==> config.mk <==
export PLATFORM = sky130hd
export DESIGN_NAME = pq_shift_array
export DESIGN_NICKNAME = d
export VERILOG_FILES = /design/src/rtl/pq_shift_array.sv
export SDC_FILE = /design/constraint.sdc
export NUM_CORES = 2
export LEC_CHECK = 0
export CAP_MARGIN = 20
export CORE_ASPECT_RATIO = 1.1
export CORE_UTILIZATION = 48
export DETAILED_ROUTE_END_ITERATION = 6
export SETUP_SLACK_MARGIN = 0.2
export SLEW_MARGIN = 40
export SYNTH_ARGS = -nofsm -noshare
export SYNTH_HDL_FRONTEND = slang
export SYNTH_SLANG_ARGS = --single-unit
==> constraint.sdc <==
create_clock -name clk -period 8.42 [get_ports clk]
set_clock_uncertainty 0.2 [all_clocks]
set_input_delay 1.263 -clock clk [delete_from_list [all_inputs] [get_ports clk]]
set_output_delay 1.263 -clock clk [all_outputs]
set_load 0.02 [all_outputs]
==> src/rtl/pq_shift_array.sv <==
// Shift-register priority queue of <key,val> pairs with per-slot valid bits.
// Enqueue, dequeue or both complete in one cycle; the head is slot 0's registers.
module pq_shift_array #(
    parameter int KEY_WIDTH = 8,
    parameter int VAL_WIDTH = 8,
    parameter int CAPACITY  = 63,
    parameter int MAX_FIRST = 0
) (
    input  logic                          clk,
    input  logic                          rst_n,
    input  logic                          enq,
    input  logic [KEY_WIDTH-1:0]          key_in,
    input  logic [VAL_WIDTH-1:0]          val_in,
    input  logic                          deq,
    output logic [KEY_WIDTH-1:0]          key_out,
    output logic [VAL_WIDTH-1:0]          val_out,
    output logic                          head_valid,
    output logic [$clog2(CAPACITY+1)-1:0] count,
    output logic                          full,
    output logic                          empty,
    output logic                          overflow,
    output logic                          underflow
);

    localparam int IW = $clog2(CAPACITY + 1);
    localparam int SW = $clog2(CAPACITY);

    logic                 vld_q [CAPACITY];
    logic [KEY_WIDTH-1:0] key_q [CAPACITY];
    logic [VAL_WIDTH-1:0] val_q [CAPACITY];

    logic                 vld_n [CAPACITY];
    logic [KEY_WIDTH-1:0] key_n [CAPACITY];
    logic [VAL_WIDTH-1:0] val_n [CAPACITY];

    // Copies padded with an always-empty slot at index CAPACITY, so shifts need no edge cases
    logic                 vld_x [CAPACITY+1];
    logic [KEY_WIDTH-1:0] key_x [CAPACITY+1];
    logic [VAL_WIDTH-1:0] val_x [CAPACITY+1];

    logic [CAPACITY:0] ins;
    logic [IW-1:0]     pos;
    logic [IW-1:0]     pos1;
    logic [IW-1:0]     cnt_n;
    logic              op_ins;
    logic              op_del;
    logic              op_both;

    function automatic logic beats(input logic [KEY_WIDTH-1:0] a,
                                   input logic [KEY_WIDTH-1:0] b);
        return (MAX_FIRST != 0) ? (a > b) : (a < b);
    endfunction

    assign op_both = enq & deq & ~empty;
    assign op_ins  = enq & ~op_both & (deq | ~full);
    assign op_del  = deq & ~enq & ~empty;
    assign cnt_n   = count + IW'(op_ins) - IW'(op_del);

    always_comb begin
        ins = '0;
        for (int i = 0; i < CAPACITY; i++) begin
            vld_x[IW'(i)] = vld_q[SW'(i)];
            key_x[IW'(i)] = key_q[SW'(i)];
            val_x[IW'(i)] = val_q[SW'(i)];
            ins[IW'(i)]   = ~vld_q[SW'(i)] | beats(key_in, key_q[SW'(i)]);
        end
        vld_x[IW'(CAPACITY)] = 1'b0;
        key_x[IW'(CAPACITY)] = '0;
        val_x[IW'(CAPACITY)] = '0;
        ins[IW'(CAPACITY)]   = 1'b1;
    end

    // pos: first insertable slot overall; pos1: same search restricted to slots 1 and up
    always_comb begin
        pos  = IW'(CAPACITY);
        pos1 = IW'(CAPACITY);
        for (int i = CAPACITY - 1; i >= 0; i--) begin
            if (ins[IW'(i)]) begin
                pos = IW'(i);
                if (i >= 1) pos1 = IW'(i);
            end
        end
    end

    always_comb begin
        for (int i = 0; i < CAPACITY; i++) begin
            vld_n[SW'(i)] = vld_q[SW'(i)];
            key_n[SW'(i)] = key_q[SW'(i)];
            val_n[SW'(i)] = val_q[SW'(i)];
            if (op_del || (op_both && (IW'(i + 1) < pos1))) begin
                vld_n[SW'(i)] = vld_x[IW'(i + 1)];
                key_n[SW'(i)] = key_x[IW'(i + 1)];
                val_n[SW'(i)] = val_x[IW'(i + 1)];
            end else if ((op_ins && (IW'(i) == pos)) || (op_both && (IW'(i + 1) == pos1))) begin
                vld_n[SW'(i)] = 1'b1;
                key_n[SW'(i)] = key_in;
                val_n[SW'(i)] = val_in;
            end else if (op_ins && (IW'(i) > pos)) begin
                vld_n[SW'(i)] = vld_x[IW'((i == 0) ? 0 : i - 1)];
                key_n[SW'(i)] = key_x[IW'((i == 0) ? 0 : i - 1)];
                val_n[SW'(i)] = val_x[IW'((i == 0) ? 0 : i - 1)];
            end
        end
    end

    always_ff @(posedge clk or negedge rst_n) begin
        if (!rst_n) begin
            for (int i = 0; i < CAPACITY; i++) begin
                vld_q[SW'(i)] <= 1'b0;
                key_q[SW'(i)] <= '0;
                val_q[SW'(i)] <= '0;
            end
            count     <= '0;
            full      <= 1'b0;
            empty     <= 1'b1;
            overflow  <= 1'b0;
            underflow <= 1'b0;
        end else begin
            for (int i = 0; i < CAPACITY; i++) begin
                vld_q[SW'(i)] <= vld_n[SW'(i)];
                key_q[SW'(i)] <= key_n[SW'(i)];
                val_q[SW'(i)] <= val_n[SW'(i)];
            end
            count     <= cnt_n;
            full      <= (cnt_n == IW'(CAPACITY));
            empty     <= (cnt_n == '0);
            overflow  <= enq & ~deq & full;
            underflow <= deq & empty;
        end
    end

    // Vacated slots always load zeros, so slot 0 reads 0 whenever it is invalid
    assign key_out    = key_q[0];
    assign val_out    = val_q[0];
    assign head_valid = vld_q[0];

endmodule

==> run_results.csv <==
group,metric,value,unit
placement,number_of_buffers_added_on_ports,46,
cts,cts.hold.buffers_added,0,
worst_setup_path,crit_path_max_incr_delay,0.69,ns
worst_setup_path,cp_top_family,"simple AND/OR/NAND/NOR gates",
global_route,pin_count_of_the_biggest_net_entering_global_routing,158,
route,num_vias,31000,
placement,placed_cells,4522,
cts,clock_path_buffers,3,
global_route,antenna_found_initial,2,
floorplan,floorplan.die_area,74500,um^2
cts,cts_inserted_buffers,61,
layout,layout_commonest_cell,"sky130_fd_sc_hd__dfrtp_1",
power_and_ir_drop,power_density,356,nW/um^2
worst_hold_path,hold_path_class,"flop to flop",
route,wire_length_on_met2,58.5,mm
sta,worst_slew_pin_slew,0.873,ns
cts,postCtsSetupBuffers,0,
route,first_pass_iters,7,
yosys,async_flop_share,100,%
cts,cts_num_sinks,554,
worst_setup_path,worstReg2RegEnd,"vld_q[41]",
floorplan,die_w,260,um
sta,finalSetupViolations,0,
layout,areaGrowthSynthToFinish,10.5,%
yosys,synthesis.nets,3921,
placement,postPlaceCellArea,36900,um^2
layout,final-instance-count-excl-fill,4639,
cts,post_cts.resized_instances,0,
worst_setup_path,rrSetupSlack,2.71,ns
job,max-cap-violations,0,
route,drc,0,
worst_setup_path,cp_data_arrival_time,7.02,ns
route,wirelength_met1,50.8,mm
worst_setup_path,crit_path_end_kind,"flop",
worst_hold_path,min_path_cells,2,
power_and_ir_drop,power.share.sequential,39.4,%
layout,post_layout_nets,3894,
cts,cts_tree,"done",
worst_setup_path,worst-r2r-cell-count,16,
yosys,netlist_instances,3670,
cts,cts.htree.levels,2,
route,wl,121,mm
floorplan,start_util,48.8,%
worst_setup_path,required,8.70,ns
global_route,grt_first_pass_wirelength,189,mm
yosys,synth_ff_type,"sky130_fd_sc_hd__dfrtp_1",
floorplan,die_height,286,um
route,routed_wire_length_per_instance,26.0,um
power_and_ir_drop,part_of_the_power_in_the_clock_network,19.3,%
floorplan,core-area,72200,um^2
power_and_ir_drop,sw_ratio,42.6,%
status,outcome,"completed",
yosys,ys_seq_area_share,39.3,%
yosys,post_syn_area_per_cell,9.60,um^2
sta,timing.final.hold_violations,0,
yosys,synth_compound_gate_area_share,28.2,%
placement,gp_congestion,0.934,
worst_hold_path,whs_endpoint,"key_q[381]",
yosys,ys.warnings.count,0,
cts,clockRootBuffer,"sky130_fd_sc_hd__clkbuf_16",
power_and_ir_drop,internal-power,7.97,mW
floorplan,rows,103,
layout,layout.cells.most_common_list,"sky130_fd_sc_hd__dfrtp_1 (553), sky130_fd_sc_hd__inv_1 (264), sky130_fd_sc_hd__o21ai_0 (260), sky130_fd_sc_hd__ha_1 (230), sky130_fd_sc_hd__nand2_1 (226)",
worst_setup_path,setup.worst_path.class,"primary input to flop",
layout,drive_gt1_share,11.5,%
route,routed-wl-met3,6.72,mm
yosys,synth.distinct_cells,106,
worst_hold_path,hold_start,"key_q[381]",
cts,insertion_delay,0.65,ns
power_and_ir_drop,comb_power_share,41.3,%
yosys,synth_fa_ha_area_share,8.22,%
worst_setup_path,worst-path-max-fanout,22,
worst_setup_path,timing.critical_path.buf_inv,5,
yosys,post_synthesis_share_of_cell_area_spent_on_and_or_nand_and_nor_gates,10.6,%
power_and_ir_drop,power_switching,5.91,mW
global_route,grt_pass1_vias,31600,
worst_setup_path,crit_path_start_kind,"primary input",
sta,timing.final.max_slew_violations,0,
worst_setup_path,slowest_stage,"sky130_fd_sc_hd__and2_1",
global_route,track_usage,32.3,%
yosys,synth_top_family_by_area,"compound AO/OA/AOI/OAI gates",
sta,hold_ws,0.280,ns
worst_setup_path,path_cells,"buf_2, buf_4, buf_4, ha_1, nand2_1, o21ai_0, a31oi_1, nor4_2, nand2b_1, or4_4, a211oi_4, nand2_2, o21ai_2, buf_4, or3_1, buf_4, and2_1, a21oi_1",
yosys,yosys_register_bits,554,
sta,slew_headroom,41.8,%
sta,post-route-min-period,6.74,ns
layout,final_area,38900,um^2
power_and_ir_drop,p_leak,17.1,nW
cts,clk_pin_slew_worst_paths,0.06,ns
floorplan,ioPinCount,47,
route,vias_per_cell,6.69,
yosys,synthesis.area,35200,um^2
yosys,post_synth_mux_area_share,7.10,%
global_route,grt_overflow_total,0,
route,route.antenna.remaining_nets,0,
placement,post-dp-hpwl,86.8,mm
worst_setup_path,critical-path-top-cell-by-count,"sky130_fd_sc_hd__buf_4",
yosys,synthXorXnorAreaFrac,0.124,%
sta,sum_neg_setup_slack,0,ns
sta,finalCritPeriodShare,80.1,%
sta,timing.fmax,148,MHz
route,top_layer_reached_by_signal_wires,"met5",
worst_setup_path,critical_path.reg2reg.startpoint,"key_q[458]",
sta,rsz0062_at_grt,"no",
power_and_ir_drop,power.ir.vdd_worst,0.000272,V
yosys,synth_enable_flop_cells,0,
route,drt_iter0_drc,2786,
==> worst max-delay path by stage <==
stage                     cells past startpoint      start          to
final                                        18  key_in[1]  key_q[258]
after CTS                                    17  key_in[2]  val_q[262]
after global placement                       16  key_in[1]  val_q[341]
after detailed placement                     17  key_in[2]  val_q[262]
after floorplan                              14  key_in[2]  val_q[272]
after global routing                         15  key_in[1]  val_q[319]
==> power by group through the flow <==
stage               logic, mW  clock network (mW)  registers, mW
global placement         5.43                   0           5.42
CTS                      5.71                2.71           5.42
global route             6.40                2.81           5.59
finish                   5.74                2.68           5.46
floorplan                4.22                   0           4.79
detailed placement       5.68                   0           5.44
==> cell families after synthesis <==
family,after synthesis
adders and majority gates,231
AOI/OAI and AO/OA,1334
DFF,554
buffers and inverters,545
xor gates and xnor gates,5
and+or+nand+nor,755
muxes,246
==> state kept, by name, indices dropped and copies added, names as in the netlist <==
name        cells
overflow        1
val_q         248
key_q         248
empty           1
underflow       1
head_valid      1
val_out         8
key_out         8
count           6
vld_q          31
full            1
==> area by class of cell <==
class                   count  area [um^2]
clock inverters            23          174
multi-input cells        2571        19300
well taps                 945         1180
clock buffers              90         1780
diodes                      1         2.50
flip-flops and latches    554        13900
repair buffers            188         1640
inverters                 267         1000
fillers                  6519        33200
==> worst min-delay path, delay by kind of cell, from the launching register on <==
| kind | cells | cell delay [ns] |
|---|---|---|
| flip-flops | 1 | 0.34 |
| AND/OR/NAND/NOR | 1 | 0.05 |
| AO/OA/AOI/OAI | 1 | 0.06 |
==> cell usage after synthesis, drive strengths merged (53+ instances only) <==
cell | count | area, um^2
inv | 265 | 995
a22oi | 170 | 1280
ha | 230 | 2880
a22o | 142 | 1240
buf | 103 | 628
nor3 | 53 | 333
a221o | 161 | 1610
nand3 | 91 | 470
nand2 | 232 | 873
clkbuf | 175 | 658
mux2i | 214 | 2140
dfrtp | 553 | 13800
a21oi | 167 | 847
o21ai | 299 | 1520
nor2 | 195 | 752
==> routing by layer <==
| layer | global-route usage [%] | vias to the layer above |
|---|---|---|
| li1 | - | 13900 |
| met1 | 42.4 | 15800 |
| met2 | 53.9 | 1101 |
| met3 | 4.31 | 293 |
| met4 | 12.6 | 2 |
| met5 | 0 | - |
==> metrics by stage <==
step	setup WS, ns	total power, mW	util [%]
2_1_floorplan	3.27	9.00	-
3_3_place_gp	0.958	10.9	50.9
3_5_place_dp	1.08	11.1	51.1
4_1_cts	1.77	13.8	53.8
5_1_grt	1.55	14.8	53.9
6_report	1.68	13.9	53.9
No activity file was read; power rests on OpenSTA's default activity.
